File: config.mk
export PLATFORM = sky130hd
export DESIGN_NAME = mem_byte_bridge
export DESIGN_NICKNAME = d
export VERILOG_FILES = /design/src/rtl/mem_byte_bridge.sv
export SDC_FILE = /design/constraint.sdc
export NUM_CORES = 1
export LEC_CHECK = 0
export ABC_AREA = 1
export BUFFER_PORTS_ARGS = -buffer_cell sky130_fd_sc_hd__buf_2
export CAP_MARGIN = 10
export CORE_ASPECT_RATIO = 2
export CORE_MARGIN = 3
export CORE_UTILIZATION = 61
export CTS_CLUSTER_SIZE = 12
export DETAILED_ROUTE_END_ITERATION = 7
export MAX_ROUTING_LAYER = met4
export PLACE_DENSITY = 0.86
export SETUP_SLACK_MARGIN = 0.5
export SYNTH_ARGS = -nofsm -noshare
export SYNTH_HDL_FRONTEND = slang
export SYNTH_SLANG_ARGS = --single-unit
File: constraint.sdc
create_clock -name clk -period 14.2 [get_ports clk]
set_input_delay 1.42 -clock clk [delete_from_list [all_inputs] [get_ports clk]]
set_output_delay 1.42 -clock clk [all_outputs]
set_load 0.05 [all_outputs]
File: src/rtl/mem_byte_bridge.sv
// ============================================================================
// Module  : mem_byte_bridge
// Brief   : Splits a 1/2/4/8-byte CPU load/store into ascending single-byte
//           ram accesses with one-cycle re/we strobes. Optional alignment
//           check enabled by defining MEMB_ALIGN_CHECK_EN.
// Rev     : 1.0  initial release
// ============================================================================
`default_nettype none

module mem_byte_bridge #(
    parameter int MADDR_SZ = 32,
    parameter int DATA_W   = 64
) (
    input  logic                clk,
    input  logic                rst,
    input  logic                req_valid,
    output logic                req_ready,
    input  logic                req_we,
    input  logic [1:0]          req_size,
    input  logic                req_signed,
    input  logic [MADDR_SZ-1:0] req_addr,
    input  logic [DATA_W-1:0]   req_wdata,
    output logic                resp_valid,
    input  logic                resp_ready,
    output logic [DATA_W-1:0]   resp_rdata,
    output logic                resp_err,
    output logic [MADDR_SZ-1:0] ram_raddr,
    output logic [MADDR_SZ-1:0] ram_waddr,
    output logic [7:0]          ram_datain,
    input  logic [7:0]          ram_dataout,
    output logic                ram_re,
    output logic                ram_we
);

    typedef enum logic [2:0] {
        S_IDLE    = 3'd0,
        S_SETUP   = 3'd1,
        S_STROBE  = 3'd2,
        S_CAPTURE = 3'd3,
        S_RESP    = 3'd4
    } state_t;

    state_t                r_state;
    logic                  r_we;
    logic                  r_signed;
    logic [1:0]            r_size;
    logic [MADDR_SZ-1:0]   r_base;
    logic [DATA_W-1:0]     r_wdata;
    logic [DATA_W-1:0]     r_rbuf;
    logic [2:0]            r_k;

    logic [2:0]            w_kmax;
    logic [2:0]            w_knext;
    logic                  w_last;
    logic [MADDR_SZ-1:0]   w_addr_next;
    logic [7:0]            w_byte_next;
    logic [DATA_W-1:0]     w_rbuf;

    assign w_kmax      = 3'((4'd1 << r_size) - 4'd1);
    assign w_last      = (r_k == w_kmax);
    assign w_knext     = r_k + 3'd1;
    assign w_addr_next = r_base + MADDR_SZ'(w_knext);
    assign w_byte_next = r_wdata[8*w_knext +: 8];

    // Load buffer with the byte currently on ram_dataout merged into lane k.
    always_comb begin
        w_rbuf              = r_rbuf;
        w_rbuf[8*r_k +: 8]  = ram_dataout;
    end

    function automatic logic [DATA_W-1:0] extend(input logic [DATA_W-1:0] d,
                                                 input logic [1:0] sz,
                                                 input logic sgn);
        logic [DATA_W-1:0] r;
        r = d;
        case (sz)
            2'd0:    r = {{56{sgn & d[7]}},  d[7:0]};
            2'd1:    r = {{48{sgn & d[15]}}, d[15:0]};
            2'd2:    r = {{32{sgn & d[31]}}, d[31:0]};
            default: r = d;
        endcase
        return r;
    endfunction

`ifdef MEMB_ALIGN_CHECK_EN
    logic [2:0] w_amask;
    logic       w_misalign;
    assign w_amask    = 3'((4'd1 << req_size) - 4'd1);
    assign w_misalign = |(req_addr[2:0] & w_amask);
`endif

    always_ff @(posedge clk or posedge rst) begin
        if (rst) begin
            r_state    <= S_IDLE;
            r_we       <= 1'b0;
            r_signed   <= 1'b0;
            r_size     <= 2'd0;
            r_base     <= '0;
            r_wdata    <= '0;
            r_rbuf     <= '0;
            r_k        <= 3'd0;
            req_ready  <= 1'b1;
            resp_valid <= 1'b0;
            resp_rdata <= '0;
            resp_err   <= 1'b0;
            ram_raddr  <= '0;
            ram_waddr  <= '0;
            ram_datain <= 8'd0;
            ram_re     <= 1'b0;
            ram_we     <= 1'b0;
        end else begin
            case (r_state)
                S_IDLE: begin
                    if (req_valid) begin
                        r_we      <= req_we;
                        r_signed  <= req_signed;
                        r_size    <= req_size;
                        r_base    <= req_addr;
                        r_wdata   <= req_wdata;
                        r_rbuf    <= '0;
                        r_k       <= 3'd0;
                        req_ready <= 1'b0;
`ifdef MEMB_ALIGN_CHECK_EN
                        if (w_misalign) begin
                            r_state    <= S_RESP;
                            resp_valid <= 1'b1;
                            resp_err   <= 1'b1;
                            resp_rdata <= '0;
                        end else
`endif
                        begin
                            r_state    <= S_SETUP;
                            ram_raddr  <= req_addr;
                            ram_waddr  <= req_addr;
                            ram_datain <= req_wdata[7:0];
                        end
                    end
                end
                S_SETUP: begin
                    r_state <= S_STROBE;
                    if (r_we) ram_we <= 1'b1;
                    else      ram_re <= 1'b1;
                end
                S_STROBE: begin
                    ram_re <= 1'b0;
                    ram_we <= 1'b0;
                    if (!r_we) begin
                        r_state <= S_CAPTURE;
                    end else if (w_last) begin
                        r_state    <= S_RESP;
                        resp_valid <= 1'b1;
                        resp_rdata <= '0;
                    end else begin
                        r_state    <= S_SETUP;
                        r_k        <= w_knext;
                        ram_waddr  <= w_addr_next;
                        ram_raddr  <= w_addr_next;
                        ram_datain <= w_byte_next;
                    end
                end
                S_CAPTURE: begin
                    r_rbuf <= w_rbuf;
                    if (w_last) begin
                        r_state    <= S_RESP;
                        resp_valid <= 1'b1;
                        resp_rdata <= extend(w_rbuf, r_size, r_signed);
                    end else begin
                        r_state    <= S_SETUP;
                        r_k        <= w_knext;
                        ram_waddr  <= w_addr_next;
                        ram_raddr  <= w_addr_next;
                        ram_datain <= w_byte_next;
                    end
                end
                S_RESP: begin
                    if (resp_ready) begin
                        r_state    <= S_IDLE;
                        resp_valid <= 1'b0;
                        resp_err   <= 1'b0;
                        req_ready  <= 1'b1;
                    end
                end
                default: r_state <= S_IDLE;
            endcase
        end
    end

endmodule

`default_nettype wire

==> results of run 1 <==
==> state kept, by name (all words and copies together), names as in the netlist, 2 cells and up <==
| signal | cells |
|---|---|
| ram_datain | 8 |
| ram_raddr | 32 |
| r_state | 3 |
| r_rbuf | 64 |
| resp_rdata | 64 |
| r_wdata | 64 |
| r_k | 3 |
| r_size | 2 |
| r_base | 32 |
==> per-layer routing <==
layer	vias up	track usage (%)
met3	186	3.22
met4	0	23.5
met5	-	-
met2	563	58.6
li1	6549	-
met1	6353	38.6
==> cells in the final DEF (no fill, tap or decap), types with 3 or more instances in the layout <==
master / count
o21ai_0: 187
dfrtp_1: 276
inv_2: 9
nor2_1: 158
o21ai_1: 11
nand2_4: 3
o211ai_1: 5
clkbuf_16: 27
o22ai_1: 18
ha_1: 10
buf_2: 251
o21bai_1: 17
nor2_4: 4
inv_1: 144
xor2_1: 3
nand2_1: 760
a21oi_1: 43
buf_4: 8
nand3_1: 160
nand4_1: 6
clkbuf_1: 11
a31o_2: 14
==> power breakdown <==
part           switching, mW  total, mW  leakage [nW]  internal (mW)
clock network          0.291      0.656         0.368          0.365
registers              0.215       1.30          3.61           1.09
logic                   1.61       2.10          4.90          0.494
==> metrics by stage <==
step / setup WS (ns) / power (mW)
3_3_place_gp: 9.97 / 3.35
6_report: 9.71 / 4.06
4_1_cts: 9.79 / 4.07
2_1_floorplan: 5.12 / 2.94
3_5_place_dp: 9.79 / 3.40
5_1_grt: 9.27 / 4.33
==> path summary, 6_finish.rpt <==
kind,from,endpoint,slack [ns],cells after the start
min in group asynchronous,rst,resp_rdata[6],1.06,2
worst min register to register,r_we,ram_re,0.46,1
max in group asynchronous,rst,r_we,10.74,4
worst max register to register,r_k[0],resp_rdata[53],9.71,10
worst max-delay path,r_k[0],resp_rdata[53],9.71,10
worst min-delay path,r_we,ram_re,0.46,1
==> worst max-delay path, stage by stage, from the launching register on <==
cell and delay, ns:
dfrtp_2 1.00, inv_2 0.43, ha_1 0.78, buf_4 0.40, inv_2 0.20, nand3_1 0.14, nand3_1 0.15, nand4_1 0.13
nand2_1 0.58, o21ai_0 0.44, nand2_1 0.08
==> kinds of logic (layout without fill, tap and decap cells) <==
family | Yosys count | in the layout | synth area share, %
simple gates | 1102 | 1102 | 30.6
compound gates | 296 | 296 | 11.2
buf+inv | 287 | 455 | 8.83
flops | 278 | 278 | 48.1
fa+ha+maj | 11 | 11 | 1.00
xor+xnor | 4 | 4 | 0.242
other cells | 1 | 2 | 0.0259
==> area by class of cell <==
class / instances / area share [%]
clock buffer: 38 / 4.42
timing repair buffer: 259 / 8.11
multi-input combinational: 1414 / 38.5
antenna: 1 / 0.0154
sequential: 278 / 42.9
tap: 283 / 2.18
clock inverter: 3 / 0.270
inverter: 155 / 3.64
==> impl_metrics.json, run 1 <==
{
  "yosys.area.top_type": "dfrtp_1",
  "max_freq_ghz": 0.223,
  "hp-class": "register to register",
  "dieArea_mm2": 0.0257,
  "end_kind": "register",
  "ys_async_sr_fraction_pct": 100,
  "drt_first_pass_iters": 6,
  "setup_viol": 0,
  "layout-drive-gt1-share_pct": 15.4,
  "final_cell_area_mm2": 0.0162,
  "num_vias": 13700,
  "p_leak_nw": 8.88,
  "syn_avg_cell_area_um2": 7.32,
  "tritoncts": "built",
  "grt_max_degree": 133,
  "fin_cells": 2431,
  "slew_viol_final": 0,
  "outcome": "finished clean",
  "hpwl_um": 31400,
  "multiInputGateArea_mm2": 0.00625,
  "ys_dominant_reg_cell": "dfrtp_1",
  "initial_core_util_pct": 62.1,
  "num_io_pins": 253,
  "hold_buffers": 0,
  "root_buffer": "clkbuf_16",
  "grt_use_total_pct": 34.9,
  "hold_violations": 0,
  "synthTopCellsByCount": "762 x nand2_1, 277 x dfrtp_1, 187 x o21ai_0",
  "rsz0062_at_grt": "false",
  "crit_fanout": 65,
  "synth_area_mm2": 0.0145,
  "dr.max_layer_used": "met4",
  "placedCellCount": 2389,
  "syn2layout_area_growth_pct": 12.1,
  "netlist_top_cells_area": "dfrtp_1 48%, nand2_1 20%, o21ai_0 6.5%",
  "ys_warn_count": 0,
  "syn_nets": 2102,
  "cts_setup_buffers": 0,
  "path_clk_slew_ns": 0.06,
  "ys_seq_area_share_pct": 48.1,
  "routedWlPerCell_um": 17.8,
  "synth_edf_count": 0,
  "drc": 0,
  "clock-sinks": 278,
  "wirelength_um": 43300,
  "period_share_pct": 31.6,
  "worst_pin_slew_ns": 1.18,
  "first_global_vias": 13600,
  "cts_buffers": 27,
  "final_core_util_pct": 69.6,
  "clockBufferDepth": 3,
  "grt_pass1_wl_um": 69000,
  "required_ns": 14.62,
  "place_congestion": 1.02,
  "portBuffers": 251,
  "critical_path_class": "register to register",
  "dieHeight_um": 224,
  "timing.critical_path.arrival_ns": 4.91,
  "drt-met1-wl_um": 15200,
  "synth-seq-cells": 278,
  "hold_ws_ns": 0.456,
  "grt.overflow.total": 0,
  "timing.setup.tns_ns": 0,
  "nNetsFinal": 2258,
  "yosysMostFrequentCell": "nand2_1",
  "viasPerCell": 5.62,
  "htreeDepth": 1,
  "final.setup_skew_ns": 0.0200,
  "core_area_mm2": 0.0233,
  "irDropWorstVdd_mv": 0.272,
  "seq_area_mm2": 0.00696,
  "ys_types": 36,
  "fin_crit_ns": 4.49,
  "wl_met3_um": 2150,
  "met2WireLength_um": 22200,
  "dpl_cell_area_mm2": 0.0155,
  "synth_cells": 1979,
  "die_w_um": 115,
  "clk_latency_ns": 0.56,
  "antenna_found_initial": 1,
  "crit_path_start_kind": "register",
  "power.density_mw_per_mm2": 250,
  "cts_resized": 0,
  "slew_headroom_pct": 21.5,
  "drt_iter0_markers": 1158,
  "nFillCells": 2019,
  "drv.max_cap_violation_count": 0,
  "synth_top_area_share_pct": 47.9,
  "row_count": 79,
  "antenna_left": 0
}
(Power assumes the default switching activity.)
==> inputs of run 2 (changes only) <==
CORE_UTILIZATION = 51   (was 61)
PLACE_DENSITY = 0.77   (was 0.86)
clock period = 3.8 ns   (was 14.2 ns; I/O delays follow)
==> run 2 against run 1 <==
Highest routed layer unchanged. Worst hold slack worse by 0.44 ns. Via count is 1.2% lower. Die area is 19% higher. First-iteration DRC count is 32% lower. Design area is 1.8% higher. Global-route usage is 5.6 points lower. Worst setup slack worse by 8.7 ns.
==> impl_metrics.json, run 2 (synthesis results as in run 1) <==
{
  "outcome": "finished clean",
  "hold_buffers": 0,
  "first_global_vias": 13400,
  "hold_violations": 0,
  "syn2layout_area_growth_pct": 14.2,
  "antenna_left": 0,
  "required_ns": 4.29,
  "drt_iter0_markers": 789,
  "p_leak_nw": 8.99,
  "fin_crit_ns": 2.82,
  "drc": 0,
  "dieHeight_um": 244,
  "drt_first_pass_iters": 5,
  "crit_path_start_kind": "register",
  "cp_num_buf_inv": 3,
  "cts_resized": 0,
  "fin_cells": 2517,
  "timing.critical_path.arrival_ns": 3.30,
  "seq_area_mm2": 0.00696,
  "dp_slack_ns": 1.00,
  "slowest_delay_ns": 0.52,
  "crit_top_cell": "nand2_1",
  "clk_latency_ns": 0.56,
  "hold-path-endpoint": "r_wdata[20]",
  "cts_setup_buffers": 0,
  "layout-drive-gt1-share_pct": 16.0,
  "viasPerCell": 5.36,
  "grt_use_total_pct": 29.3,
  "rsz0062_at_grt": "false",
  "hp-class": "input pin to register",
  "reg2reg_depth": 12,
  "place_congestion": 0.986,
  "setup_ws_ns": 0.983,
  "grt_pass1_wl_um": 70100,
  "drv.max_cap_violation_count": 0,
  "multiInputGateArea_mm2": 0.00625,
  "routedWlPerCell_um": 17.5,
  "slowest_stage": "dfrtp_2",
  "cp-startpoint": "r_k[0]",
  "irDropWorstVdd_mv": 0.777,
  "slew_viol_final": 0,
  "period_share_pct": 74.1,
  "max_freq_ghz": 0.355,
  "cp_top_family": "simple AND/OR/NAND/NOR gates",
  "htreeDepth": 1,
  "crit_fanout": 24,
  "core_area_mm2": 0.0278,
  "grt_max_degree": 86,
  "largestRegisters": "r_rbuf (64), r_wdata (64), resp_rdata (64)",
  "final.setup_skew_ns": 0.0137,
  "end_kind": "register",
  "hold_depth": 3,
  "num_vias": 13500,
  "die_w_um": 125,
  "setup_viol": 0,
  "root_buffer": "clkbuf_16",
  "worst_pin_slew_ns": 1.03,
  "slew_headroom_pct": 31.4,
  "tritoncts": "built",
  "r2r-end": "resp_rdata[60]",
  "initial_core_util_pct": 52.2,
  "path_clk_slew_ns": 0.06,
  "timing.setup.tns_ns": 0,
  "layout_commonest_cell": "nand2_1",
  "nFillCells": 2671,
  "hpwl_um": 32500,
  "num_io_pins": 253,
  "antenna_found_initial": 2,
  "row_count": 86,
  "dieArea_mm2": 0.0306,
  "final_cell_mix": "760 x nand2_1, 276 x dfrtp_1, 251 x buf_2",
  "critical_path_class": "register to register",
  "cts_buffers": 27,
  "power.density_mw_per_mm2": 931,
  "nNetsFinal": 2273,
  "worstPathCellList": "inv_2, ha_1, ha_1, nand2_1, inv_1, nand2_1, nand2_1, nand4_1, nand2_1, buf_4, o21ai_0, nand2_1",
  "wirelength_um": 44000,
  "placedCellCount": 2473,
  "regToRegStartpoint": "r_k[0]",
  "portBuffers": 251,
  "grt.overflow.total": 0,
  "r2r_slack_ns": 0.98,
  "clock-sinks": 278,
  "min_from": "req_wdata[20]",
  "clockBufferDepth": 3
}
## run 2: per-layer routing
metal	track usage [%]	vias up	routed length, um
met3	2.54	149	1840
li1	-	6589	-
met2	52.3	457	23300
met5	-	-	0
met1	31.0	6292	15600
met4	18.7	0	3320
## run 2: how the worst max path moves through the flow
stage                           endpoint  depth (start not counted)
after floorplan                r_base[0]                          1
after global placement    resp_rdata[61]                         12
after detailed placement  resp_rdata[60]                         12
after CTS                 resp_rdata[60]                         12
after global routing      resp_rdata[25]                         13
final                     resp_rdata[60]                         12
## run 2: layout make-up
cell class,instances,area share [%]
Clock buffer,40,4.50
Tap cell,352,2.66
Multi-Input combinational cell,1414,37.8
Clock inverter,2,0.235
Sequential cell,278,42.1
Antenna cell,2,0.0303
Timing Repair Buffer,274,9.10
Inverter,155,3.56
## run 2: metrics by stage
step	power (mW)	hold slack, ns	area [um2]	utilization (%)
finish	15.4	0.0197	16500	59.6
global route	16.4	0.0476	16500	59.6
CTS	15.5	0.00535	16500	59.5
detailed placement	12.9	0.456	15700	56.7
global placement	12.7	0.442	15700	56.7
floorplan	11.0	0.435	14500	-
## run 2: where the power goes
part | switching (mW) | internal (mW) | total [mW]
clock | 1.12 | 1.41 | 2.53
sequential | 0.757 | 4.06 | 4.82
combinational | 6.08 | 1.97 | 8.05
total | 7.96 | 7.43 | 15.4
## run 2: worst register-to-register path, stage by stage, from the launching register on
cell	delay (ns)
dfrtp_2	0.52
inv_2	0.06
ha_1	0.22
ha_1	0.45
nand2_1	0.10
inv_1	0.08
nand2_1	0.21
nand2_1	0.19
nand4_1	0.11
nand2_1	0.26
buf_4	0.32
o21ai_0	0.13
nand2_1	0.09
==> inputs of run 3 (changes only) <==
CORE_UTILIZATION = 57   (was 51)
PLACE_DENSITY = 0.81   (was 0.77)
clock period = 2.85 ns   (was 3.8 ns; I/O delays follow)
==> run 3 against run 2 <==
Highest routed layer unchanged. Global-route usage rose by 6.3 points. Non-clock buffer count rose by 114. The run now ends with design-rule violations left. Routed wire length rose by 9.7%.
==> impl_metrics.json, run 3 (synthesis results as in run 1) <==
{
  "rsz0062_at_grt": "true",
  "hold_violations": 0,
  "cp_top_family": "buffers and inverters",
  "drv.max_cap_violation_count": 0,
  "grt_max_degree": 73,
  "routedWlPerCell_um": 18.5,
  "crit_path_start_kind": "register",
  "place_congestion": 1.07,
  "cts_buffers": 27,
  "p_total_mw": 21.4,
  "clk_latency_ns": 0.56,
  "worstPathCellList": "inv_1, nand2_1, nand2_1, nand3_2, nor2_1, inv_4, buf_4, nand2_1",
  "layout_commonest_cell": "nand2_1",
  "failed_checks": "design-rule violations",
  "dp_slack_ns": 0.233,
  "end_kind": "register",
  "final.setup_skew_ns": 0.0152,
  "grt.overflow.total": 0,
  "htreeDepth": 1,
  "die_w_um": 119,
  "viasPerCell": 5.62,
  "first_global_vias": 14800,
  "wirelength_um": 48300,
  "irDropWorstVdd_mv": 1.04,
  "slew_headroom_pct": 46.8,
  "power.density_mw_per_mm2": 1200,
  "nFillCells": 2039,
  "root_buffer": "clkbuf_16",
  "antenna_found_initial": 1,
  "grt_pass1_wl_um": 75700,
  "slew_viol_final": 0,
  "nNetsFinal": 2389,
  "drt_first_pass_iters": 8,
  "dieHeight_um": 231,
  "layout-drive-gt1-share_pct": 17.9,
  "initial_core_util_pct": 58.6,
  "tritoncts": "built",
  "drc": 2,
  "required_ns": 3.34,
  "hpwl_um": 32200,
  "final_core_util_pct": 72.0,
  "final_cell_mix": "751 x nand2_1, 275 x dfrtp_1, 251 x buf_2",
  "outcome": "finished with violations",
  "clockBufferDepth": 3,
  "num_io_pins": 253,
  "antenna_left": 0,
  "critical_path_class": "register to register",
  "setup_viol": 0,
  "dieArea_mm2": 0.0275,
  "timing.critical_path.arrival_ns": 2.73,
  "fin_crit_ns": 2.24,
  "grt_use_total_pct": 35.6,
  "dpl_cell_area_mm2": 0.0159,
  "slowest_stage": "dfrtp_1",
  "path_clk_slew_ns": 0.06,
  "largestRegisters": "r_rbuf (64), r_wdata (64), resp_rdata (64)",
  "hp-class": "input pin to register",
  "max_freq_ghz": 0.447,
  "row_count": 81,
  "worst_pin_slew_ns": 0.796,
  "core_area_mm2": 0.0247,
  "p_leak_nw": 9.53,
  "drt_iter0_markers": 1303,
  "crit_fanout": 72,
  "period_share_pct": 78.6,
  "setup_ws_ns": 0.611,
  "crit_top_cell": "nand2_1",
  "slowest_delay_ns": 0.44,
  "portBuffers": 251,
  "num_vias": 14700,
  "clock-sinks": 278,
  "cp_num_buf_inv": 3,
  "final_cell_area_mm2": 0.0178,
  "syn2layout_area_growth_pct": 23.0
}
run 3: cell types whose count changed in the layout (fill, tap and decap cells not counted), moves of 4 or more:
cell,change
dlygate4sd3_1,+85
buf_4,+24
o21ai_0,-10
o21ai_1,+10
nand2_1,-9
nor2_1,-9
nand2_2,+6
nor2_2,+5
buf_12,+4
ha_1,-4
nor2_4,+4
run 3: tightest hold or removal path: cells and delay by family:
kind,cells,cell delay [ns]
buffers and inverters,1,0.11
and+or+nand+nor,1,0.06
AOI/OAI and AO/OA,1,0.07
run 3: area by class of cell:
cell class	instances	area, um2	area share, %
antenna	1	2.50	0.0140
tap	332	415	2.33
multi-input combinational	1416	6450	36.2
clock buffer	40	754	4.24
clock inverter	2	13.8	0.0773
timing repair buffer	388	2630	14.7
inverter	155	594	3.34
sequential	278	6960	39.1
run 3: metrics by stage:
step / instances / hold WS (ns) / setup TNS, ns
6_report: 2612 / 0.00960 / 0
5_1_grt: 2612 / 0.00136 / 0
4_1_cts: 2598 / 0.00101 / 0
3_5_place_dp: 2468 / 0.457 / 0
3_3_place_gp: 2468 / 0.450 / 0
2_1_floorplan: 1979 / 0.395 / -308.58
run 3: final timing paths:
| check | cells after the start | to | start | slack, ns |
|---|---|---|---|---|
| worst max-delay path | 8 | resp_valid | r_k[2] | 0.61 |
| worst min-delay path | 3 | r_wdata[36] | req_wdata[36] | 0.01 |
| worst max register to register | 8 | resp_valid | r_k[2] | 0.61 |
| worst min register to register | 1 | ram_re | r_we | 0.46 |
| max in group asynchronous | 4 | resp_rdata[22] | rst | 1.59 |
| min in group asynchronous | 3 | resp_rdata[46] | rst | 0.43 |
run 3: per-layer routing:
metal / vias to the layer above / global-route usage [%] / part of all wire, %
met5: - / - / 0
met4: 0 / 24.5 / 8.2
met3: 253 / 4.71 / 6.4
met2: 765 / 62.7 / 52
met1: 6851 / 36.6 / 33
li1: 6809 / - / -
run 3: power by group:
group	leakage [nW]	internal, mW	switching (mW)
Sequential	3.61	5.41	1.07
Clock	0.375	1.81	1.50
Combinational	5.55	3.07	8.52
Total	9.53	10.3	11.1
run 3: timing repair:
item	CTS	global route
hold endpoints to repair	102	0
resized for setup	10	36
hold buffers	85	0
gates cloned	1	1
endpoints found under the setup margin	98	95
pin swaps	2	6
buffers inserted	2	12
